File: config.mk
export PLATFORM = sky130hd
export DESIGN_NAME = expr_vec_driver_flat
export DESIGN_NICKNAME = d
export VERILOG_FILES = /design/src/rtl/expr_vec_pkg.sv /design/src/rtl/expr_vec_driver_if.sv /design/src/rtl/expr_misr32.sv /design/src/rtl/expr_vec_driver.sv /design/src/flat_wrapper.sv
export SDC_FILE = /design/constraint.sdc
export NUM_CORES = 1
export LEC_CHECK = 0
export CORE_ASPECT_RATIO = 1.25
export CORE_MARGIN = 4
export CORE_UTILIZATION = 50
export DETAILED_ROUTE_END_ITERATION = 10
export PLACE_DENSITY = 0.9
export SYNTH_ARGS = -nofsm -noshare
export SYNTH_HDL_FRONTEND = slang
export SYNTH_SLANG_ARGS = --single-unit
File: constraint.sdc
create_clock -name clk -period 5.9 [get_ports clk]
set_clock_uncertainty 0.05 [all_clocks]
set_input_delay 0.59 -clock clk [delete_from_list [all_inputs] [get_ports clk]]
set_output_delay 0.59 -clock clk [all_outputs]
set_load 0.01 [all_outputs]
File: src/rtl/expr_vec_pkg.sv
// Shared types and constants for the expression-DUT stimulus/response driver.
// Holds the operand/result layouts, LFSR/MISR polynomials and the driver state encoding.
package expr_vec_pkg;

    // Operand field widths. The struct below fixes their order and offsets, MSB first.
    localparam int unsigned A0_W = 4;
    localparam int unsigned A1_W = 5;
    localparam int unsigned A2_W = 6;
    localparam int unsigned A3_W = 4;
    localparam int unsigned A4_W = 5;
    localparam int unsigned A5_W = 6;
    localparam int unsigned B0_W = 4;
    localparam int unsigned B1_W = 5;
    localparam int unsigned B2_W = 6;
    localparam int unsigned B3_W = 4;
    localparam int unsigned B4_W = 5;
    localparam int unsigned B5_W = 6;
    localparam int unsigned VEC_W = A0_W + A1_W + A2_W + A3_W + A4_W + A5_W
                                  + B0_W + B1_W + B2_W + B3_W + B4_W + B5_W;

    // The DUT's y output is 18 fields of 5 bits each.
    localparam int unsigned Y_NUM   = 18;
    localparam int unsigned Y_FLD_W = 5;
    localparam int unsigned RES_W   = Y_NUM * Y_FLD_W;

    localparam int unsigned LFSR_W = 64;
    localparam int unsigned SIG_W  = 32;
    localparam int unsigned CNT_W  = 16;

    // Galois taps for x^64+x^63+x^61+x^60+1 (right-shifting form).
    localparam logic [LFSR_W-1:0] LFSR_TAPS = 64'hD800_0000_0000_0000;
    localparam logic [SIG_W-1:0]  MISR_POLY = 32'h04C1_1DB7;

    typedef struct packed {
        logic [A0_W-1:0] a0;
        logic [A1_W-1:0] a1;
        logic [A2_W-1:0] a2;
        logic [A3_W-1:0] a3;
        logic [A4_W-1:0] a4;
        logic [A5_W-1:0] a5;
        logic [B0_W-1:0] b0;
        logic [B1_W-1:0] b1;
        logic [B2_W-1:0] b2;
        logic [B3_W-1:0] b3;
        logic [B4_W-1:0] b4;
        logic [B5_W-1:0] b5;
    } operand_t;

    typedef logic [Y_NUM-1:0][Y_FLD_W-1:0] result_t;

    typedef enum logic [2:0] {
        IDLE,
        LOAD,
        DRIVE,
        SAMPLE,
        DONE
    } state_t;

    // Compresses the 90-bit result to 32 bits before it enters the MISR.
    function automatic logic [SIG_W-1:0] misr_fold(input result_t y);
        logic [RES_W-1:0] f;
        f = RES_W'(y);
        return f[31:0] ^ f[63:32] ^ {6'b0, f[89:64]};
    endfunction

endpackage

File: src/rtl/expr_vec_driver_if.sv
// Bus between the vector driver, its run controller and the expression DUT.
// master = the driver; slave = the controller/DUT side.
interface expr_vec_driver_if;
    import expr_vec_pkg::*;

    logic               start;
    operand_t           vec_out;
    result_t            res_in;
    logic               busy;
    logic               done;
    logic [CNT_W-1:0]   vec_cnt;
    logic [SIG_W-1:0]   signature;

    modport master (
        input  start,
        input  res_in,
        output vec_out,
        output busy,
        output done,
        output vec_cnt,
        output signature
    );

    modport slave (
        output start,
        output res_in,
        input  vec_out,
        input  busy,
        input  done,
        input  vec_cnt,
        input  signature
    );

endinterface

File: src/rtl/expr_misr32.sv
// 32-bit MISR compacting the folded 90-bit DUT result.
// load restarts from SIG_INIT; en performs one shift/fold step.
module expr_misr32
    import expr_vec_pkg::*;
#(
    parameter logic [SIG_W-1:0] SIG_INIT = 32'hFFFF_FFFF
) (
    input  logic             clk,
    input  logic             rst_n,
    input  logic             load,
    input  logic             en,
    input  result_t          res_in,
    output logic [SIG_W-1:0] sig
);

    logic [SIG_W-1:0] sig_next_c;

    always_comb begin
        sig_next_c = {sig[SIG_W-2:0], 1'b0} ^ misr_fold(res_in);
        if (sig[SIG_W-1]) begin
            sig_next_c = sig_next_c ^ MISR_POLY;
        end
    end

    always_ff @(posedge clk or negedge rst_n) begin
        if (!rst_n) begin
            sig <= SIG_INIT;
        end else if (load) begin
            sig <= SIG_INIT;
        end else if (en) begin
            sig <= sig_next_c;
        end
    end

endmodule

File: src/rtl/expr_vec_driver.sv
// Drives LFSR-generated operand vectors into an expression DUT and compacts
// each sampled result into a MISR signature; one run = NUM_VEC vectors.
module expr_vec_driver
    import expr_vec_pkg::*;
#(
    parameter int unsigned       NUM_VEC  = 256,
    parameter logic [LFSR_W-1:0] SEED     = 64'h0000_0000_0000_0001,
    parameter int unsigned       DUT_LAT  = 0,
    parameter logic [SIG_W-1:0]  SIG_INIT = 32'hFFFF_FFFF
) (
    input  logic              clk,
    input  logic              rst_n,
    expr_vec_driver_if.master bus
);

    localparam logic [1:0]       WAIT_LAST = 2'(DUT_LAT);
    localparam logic [CNT_W-1:0] CNT_LAST  = CNT_W'(NUM_VEC);

    state_t             state;
    logic [LFSR_W-1:0]  lfsr;
    logic [LFSR_W-1:0]  lfsr_next_c;
    logic [1:0]         wait_cnt;
    logic               busy_q;
    logic               done_q;
    logic [CNT_W-1:0]   cnt_q;
    logic               start_ok_c;
    logic               misr_en_c;

    assign lfsr_next_c = {1'b0, lfsr[LFSR_W-1:1]} ^ (lfsr[0] ? LFSR_TAPS : '0);

    // A start pulse is honoured only when no run is in flight.
    assign start_ok_c = bus.start && ((state == IDLE) || (state == DONE));
    assign misr_en_c  = (state == SAMPLE);

    // Run sequencing. LOAD-state initialisation is applied on the accepting edge
    // so the LOAD cycle already shows the restarted count and signature.
    always_ff @(posedge clk or negedge rst_n) begin
        if (!rst_n) begin
            state    <= IDLE;
            lfsr     <= SEED;
            wait_cnt <= '0;
            busy_q   <= 1'b0;
            done_q   <= 1'b0;
            cnt_q    <= '0;
        end else begin
            case (state)
                IDLE, DONE: begin
                    if (start_ok_c) begin
                        state    <= LOAD;
                        lfsr     <= SEED;
                        wait_cnt <= '0;
                        busy_q   <= 1'b1;
                        done_q   <= 1'b0;
                        cnt_q    <= '0;
                    end
                end
                LOAD: begin
                    state <= DRIVE;
                end
                DRIVE: begin
                    if (wait_cnt == WAIT_LAST) begin
                        wait_cnt <= '0;
                        state    <= SAMPLE;
                    end else begin
                        wait_cnt <= wait_cnt + 2'd1;
                    end
                end
                SAMPLE: begin
                    lfsr  <= lfsr_next_c;
                    cnt_q <= cnt_q + CNT_W'(1);
                    if (cnt_q + CNT_W'(1) == CNT_LAST) begin
                        state  <= DONE;
                        busy_q <= 1'b0;
                        done_q <= 1'b1;
                    end else begin
                        state <= DRIVE;
                    end
                end
                default: begin
                    state <= IDLE;
                end
            endcase
        end
    end

    expr_misr32 #(
        .SIG_INIT (SIG_INIT)
    ) u_misr (
        .clk    (clk),
        .rst_n  (rst_n),
        .load   (start_ok_c),
        .en     (misr_en_c),
        .res_in (bus.res_in),
        .sig    (bus.signature)
    );

    assign bus.vec_out = operand_t'(lfsr[VEC_W-1:0]);
    assign bus.busy    = busy_q;
    assign bus.done    = done_q;
    assign bus.vec_cnt = cnt_q;

endmodule

File: src/flat_wrapper.sv
// flat-port wrapper written by rule: the top's interface ports become plain ports
module expr_vec_driver_flat import expr_vec_pkg::*;
#(
    parameter int unsigned       NUM_VEC  = 256,
    parameter logic [LFSR_W-1:0] SEED     = 64'h0000_0000_0000_0001,
    parameter int unsigned       DUT_LAT  = 0,
    parameter logic [SIG_W-1:0]  SIG_INIT = 32'hFFFF_FFFF
)
  (clk, rst_n, bus_start, bus_res_in, bus_vec_out, bus_busy, bus_done, bus_vec_cnt, bus_signature);
  expr_vec_driver_if bus_i ();
  input  logic clk;
  input  logic rst_n;
  input wire logic [$bits(bus_i.start)-1:0] bus_start;
  input wire logic [$bits(bus_i.res_in)-1:0] bus_res_in;
  output wire logic [$bits(bus_i.vec_out)-1:0] bus_vec_out;
  output wire logic [$bits(bus_i.busy)-1:0] bus_busy;
  output wire logic [$bits(bus_i.done)-1:0] bus_done;
  output wire logic [$bits(bus_i.vec_cnt)-1:0] bus_vec_cnt;
  output wire logic [$bits(bus_i.signature)-1:0] bus_signature;
  assign bus_i.start = bus_start;
  assign bus_i.res_in = bus_res_in;
  assign bus_vec_out = bus_i.vec_out;
  assign bus_busy = bus_i.busy;
  assign bus_done = bus_i.done;
  assign bus_vec_cnt = bus_i.vec_cnt;
  assign bus_signature = bus_i.signature;
  expr_vec_driver #(.NUM_VEC(NUM_VEC), .SEED(SEED), .DUT_LAT(DUT_LAT), .SIG_INIT(SIG_INIT)) u_core (.clk(clk), .rst_n(rst_n), .bus(bus_i));
endmodule
### Word-level counts from Yosys, hierarchy flattened

Index checks and enable logic that the tools add are counted.

| word-level totals | value |
|---|---|
| register bits after elaboration | 119 |
| output and inout bits | 110 |
| bits of input ports | 93 |

| operators by class | value |
|---|---|
| add/subtract/negate cells | 2 |
| bitwise gates (word level) | 5 |
| eq/ne operators | 8 |
| multiplexer cells | 21 |
| reduce and logical (&&, ||, !) cells | 12 |

Operator list:

| cell | count |
|---|---|
| 64-bit 2-to-1 mux | 2 |
| 64-bit case mux with 2 select lines | 1 |
| 32-bit 2-to-1 mux | 2 |
| 32-bit XOR | 2 |
| 63-bit by 64-bit XOR with 64-bit output | 1 |
| 16-bit case mux with 2 select lines | 1 |
| 32-bit by 26-bit XOR with 32-bit output | 1 |
| 27-bit 2-to-1 mux | 1 |
| 16-bit by 1-bit adder with 16-bit output (second input constant) | 1 |
| 16-bit by 9-bit == test with 1-bit output (second input constant) | 1 |
| 16-bit 2-to-1 mux | 1 |
| 14-bit inverter | 1 |
| 3-bit case mux with 4 select lines | 1 |
| 3-bit 2-to-1 mux | 3 |
| 3-bit by 2-bit == test with 1-bit output (second input constant) | 2 |
| 2-bit AND reduction | 3 |
| 2-bit nonzero test | 3 |
| 1-bit 2-to-1 mux | 4 |
| 2-bit 2-to-1 mux | 2 |
| 2-bit by 1-bit inequality test with 1-bit output (second input constant) | 2 |
| 1-bit case mux with 2 select lines | 2 |
| 2-bit case mux with 2 select lines | 1 |
| 3-bit by 1-bit == test with 1-bit output (second input constant) | 1 |
| 3-bit == test (second input constant) | 1 |
| 8 further kinds | 8 |

### Depth between registers and ports, before layout

| depth | value |
|---|---|
| depth in word-level cells | 7 |
| depth in mapped cells | 7 |
| gate-level depth less buffers | 7 |

### By module

Synthesis repeated with hierarchy kept, for this count alone.

| second synthesis, totals | value |
|---|---|
| cells, all modules | 563 |
| area, all modules | 6352.3 µm² |

Modules (own cells, without submodules):

| module | cells an instance | seq. area each (µm²) | area each (µm²) | times used |
|---|---|---|---|---|
| expr_vec_driver | 365 | 2178.3 | 4076.4 | 1 |
| expr_misr32 | 198 | 840.8 | 2275.9 | 1 |

### Worst setup path after synthesis

OpenSTA, ideal clock, no wires.

| timing | value |
|---|---|
| kind | reg-to-reg |
| start point | register u_core.cnt_q[0] (netlist: u_core.bus.vec_cnt[0]) |
| end point | register u_core.busy_q (netlist: u_core.bus.busy) |
| path buffers | 0 |
| path slack | 3.903 ns |
| required time | 5.723 ns |
| data arrival time | 1.820 ns |
| stages on the path, launching flop included | 8 |
| cells stage by stage | dfrtp_1 ha_1 nand2_1 or4_4 o21ai_2 nand4_2 nor3_2 o21ai_0 |

| on the way | value |
|---|---|
| cells in the longest elaborated chain, start to end | 4 |

RTL lines:

| item | RTL line | RTL |
|---|---|---|
| from (decl) | expr_vec_driver.sv:25 | `logic [CNT_W-1:0] cnt_q;` |
| from (signal assigned) | expr_vec_driver.sv:70 | `cnt_q <= cnt_q + CNT_W'(1);` |
| 16-bit by 1-bit adder with 16-bit output | expr_vec_driver.sv:71 | `if (cnt_q + CNT_W'(1) == CNT_LAST) begin` |
| 16-bit by 9-bit == test with 1-bit output | expr_vec_driver.sv:71 |  |
| 2-bit inequality test (no source line) | -- |  |
| 3-bit AND reduction (no source line) | -- |  |
| to (signal assigned) | expr_vec_driver.sv:42 | `busy_q <= 1'b0;` |
| to (signal assigned) | expr_vec_driver.sv:52 | `busy_q <= 1'b1;` |
| to (signal assigned) | expr_vec_driver.sv:73 | `busy_q <= 1'b0;` |
| to (decl) | expr_vec_driver.sv:23 | `logic busy_q;` |

Every way passes these cells.
A chain may end at the register's enable or synchronous reset.

### Worst setup path after layout

| timing | value |
|---|---|
| start point | register u_core.u_misr.sig[31] |
| end point | output bus_signature[31] |

RTL lines:

| item | RTL line | RTL |
|---|---|---|
| from (decl) | expr_misr32.sv:13 | `output logic [SIG_W-1:0] sig` |
| from (signal assigned) | expr_misr32.sv:31 | `sig <= sig_next_c;` |
| to (decl) | flat_wrapper.sv:19 | `output wire logic [$bits(bus_i.signature)-1:0] bus_signature;` |

No word-level cell between the ends.

==> metrics.md <==
| Metric | Value |
|---|---|
| Tcrit/Tclk final | 44.31% |
| WL per Instance | 18.54 µm |
| Post-layout util | 70.96% |
| Clock Path Buffers | 2 |
| H-tree Lvls | 4 |
| Synthesis-stage register bit count | 119 |
| DRT antenna net count | 0 |
| Worst Max-Slew Pin Slew | 0.9341 ns |
| Peak supply drop | 0.2061 mV |
| Drt total wl | 16320 µm |
| Initial core utilization | 51.77% |
| Largest net degree at the start of global routing | 76 |
| Total Nets Final | 802 |
| Crit path cell chain | clkdlybuf4s50_1 |
| CP Buf/Inv Count | 1 |
| 1st-iter DRT viols | 227 |
| Largest delay share family, worst path | flip-flops |
| GRT Total Usage | 23.47% |
| Reg2reg setup slack | 3.32 ns |
| Rel. slew slack | 37.73% |
| Highest Clock Rate | 382.5 MHz |
| Hold WC Path Type | primary input to async pin |
| Crit path launch type | register |
| Critical-path top delay cell | dfstp_2 |
| Min Clock Period, post-route | 2.614 ns |
| Max FO, Critical Path | 16 |
| CTS resizes | 0 |
| WP data arrival | 1.97 ns |
| Cell variety after synth | 40 |
| Synth Warn # | 0 |
| Layout cells sized above 1 | 10.71% |
| Worst r2r src | u_core.state[1] |
| Number of global-route vias before repair | 5032 |
| Outcome | completed |
| Post-Syn Area | 6100 µm² |
| Crit end category | primary output |
| Fin Setup TNS | 0 ns |
| Root Driver | clkbuf_16 |
| RSZ-0062 raised after global routing | false |
| Worst path max stage delay | 0.89 ns |
| First-pass GRT wire length | 26410 µm |
| Vias per Instance | 5.369 |
| Placer Congestion | 0.8867 |
| Rows | 44 |
| DRT Pass-1 Iters | 4 |
| Max-slew violation count | 0 |
| Static leakage | 3.346 nW |
| Register area share after synthesis | 49.50% |
| GR Overflow Total | 0 |
| Leading cell type in the layout, fill and taps excluded | clkdlybuf4s50_1 |
| Die area | 14040 µm² |
| Port bufs | 202 |
| Syn Area/Cell | 10.65 µm² |
| CP required | 5.26 ns |
| # setup viols final | 0 |
| Most frequent cells in the layout | 201 x clkdlybuf4s50_1, 93 x xnor2_1, 86 x dfrtp_1 |
| Core area | 11780 µm² |
| N_diodes | 0 |
| # IOs | 203 |
| Inserted Clock Buffers | 17 |
| Hold slack | 0.1216 ns |
| Area grow syn2layout | 37.07% |
| Drt drc | 0 |
| Worst Reg2Reg Path Length in Cells | 6 |
| Setup crit end | bus_signature[31] |
| Mapped Cells | 573 |
| Post-CTS Repair Setup Buffers | 0 |
| Worst setup startpoint | u_core.u_misr.sig[31] |
| CTS tree | built |
| Pwr dens | 362.5 nW/µm² |
| Hpwl dp | 11380 µm |
| Vias | 4725 |
| Die Y | 131.5 µm |
| Clock Sinks | 119 |
| Clk_lat worst skew | 0.41 ns |
| Net Count, Synth | 669 |
| Setup CP Type | register to primary output |
| Initial antenna violation count | 0 |
| Final count of hold timing violations | 0 |
| Max Cap Viol | 0 |
| CP Depth | 1 |
| Clock-pin slew on the worst setup and hold paths | 0.05 ns |
| Reg-to-reg endpoint | u_core.bus.vec_cnt[3] |
| Die X | 106.8 µm |
| Hold bufs inserted after CTS | 0 |
==> flip-flops by register name, indices dropped and copies added, names as in the netlist <==
name / cells
u_core.u_misr.sig: 32
u_core.wait_cnt: 2
u_core.state: 3
u_core.bus.done: 1
u_core.bus.vec_cnt: 16
u_core.bus.busy: 1
u_core.lfsr: 64
==> how the worst min path moves through the flow <==
stage | endpoint | slack, ns
2_1_floorplan | u_core.bus.busy | 0.24
3_3_place_gp | u_core.lfsr[62] | 0.41
3_5_place_dp | u_core.lfsr[62] | 0.43
4_1_cts | u_core.lfsr[21] | 0.14
5_1_grt | u_core.lfsr[21] | 0.16
6_report | u_core.lfsr[21] | 0.12
==> per-layer routing <==
metal / GRT usage (%) / up-vias / wire [µm] / part of all wire, %
met2: 37.92 / 200 / 7941 / 49
met3: 9.372 / 25 / 1624 / 10
met1: 28.49 / 2316 / 6409 / 39
met4: 8.102 / 0 / 340 / 2.1
met5: 0 / - / 0 / 0
li1: - / 2184 / - / -
==> synth_stat cells <==
cell type  number  share of area [%]
xnor2_1        93                 13
dfrtp_1        86                 35
a22o_1         65                9.3
buf_4          60                7.4
nor2_1         47                2.9
a21oi_1        36                3.0
dfstp_2        33                 14
o21ai_0        30                2.5
clkbuf_1       26                1.6
nand2_1        20                1.2
xor2_1         18                2.6
nand4_1         7               0.72
inv_1           5               0.31
nor3_1          5               0.41
a31oi_1         4               0.41
nand3_1         4               0.33
buf_2           3               0.25
ha_1            3               0.62
a211o_1         2               0.29
and2_1          2               0.21
buf_1           2               0.12
nor4_1          2               0.21
nor4_2          2               0.41
o31ai_1         2               0.25
a31o_1          1               0.14
a41oi_1         1               0.14
clkbuf_2        1              0.082
nand2b_1        1               0.10
nand3_2         1               0.16
nand3b_1        1               0.12
nand4_2         1               0.21
nand4b_1        1               0.14
nor3_2          1               0.16
o21a_1          1               0.12
o21ai_2         1               0.14
o21bai_1        1               0.12
o22a_1          1               0.14
or2_2           1               0.10
or3_1           1               0.10
or4_4           1               0.18
==> stage by stage <==
stage,setup WS [ns],total power [W],area (µm²),cells
floorplan,3.903,0.001631,6100,573
global placement,3.483,0.002027,7794,848
detailed placement,3.372,0.002056,7794,848
CTS,3.273,0.003057,8361,880
global route,3.098,0.003178,8361,880
finish,3.286,0.003031,8361,880
==> layout make-up <==
type / instances / area (µm²)
Fill cell: 864 / 3421
Sequential cell: 119 / 3019
Multi-Input combinational cell: 357 / 2505
Timing Repair Buffer: 206 / 2049
Clock buffer: 22 / 464.2
Tap cell: 161 / 201.4
Clock inverter: 10 / 102.6
Inverter: 5 / 18.77
==> cell families (layout without fill, tap and decap cells) <==
group	count (synthesis)	count (layout)	synth area share, %
AO/OA/AOI/OAI	145	145	16.51
XOR/XNOR	111	111	15.94
adder cells (fa/ha/maj)	3	3	0.6155
buffers and inverters	97	243	9.743
flip-flops	119	119	49.50
AND/OR/NAND/NOR	98	98	7.692
==> report_power, final <==
group	total [W]	leakage [nW]	switching (W)	internal, W
combinational	0.000881	1.55	0.000365	0.000516
clock	0.000986	0.283	0.000349	0.000637
sequential	0.00116	1.51	0.000147	0.00102
No activity file was read; power rests on OpenSTA's default activity.
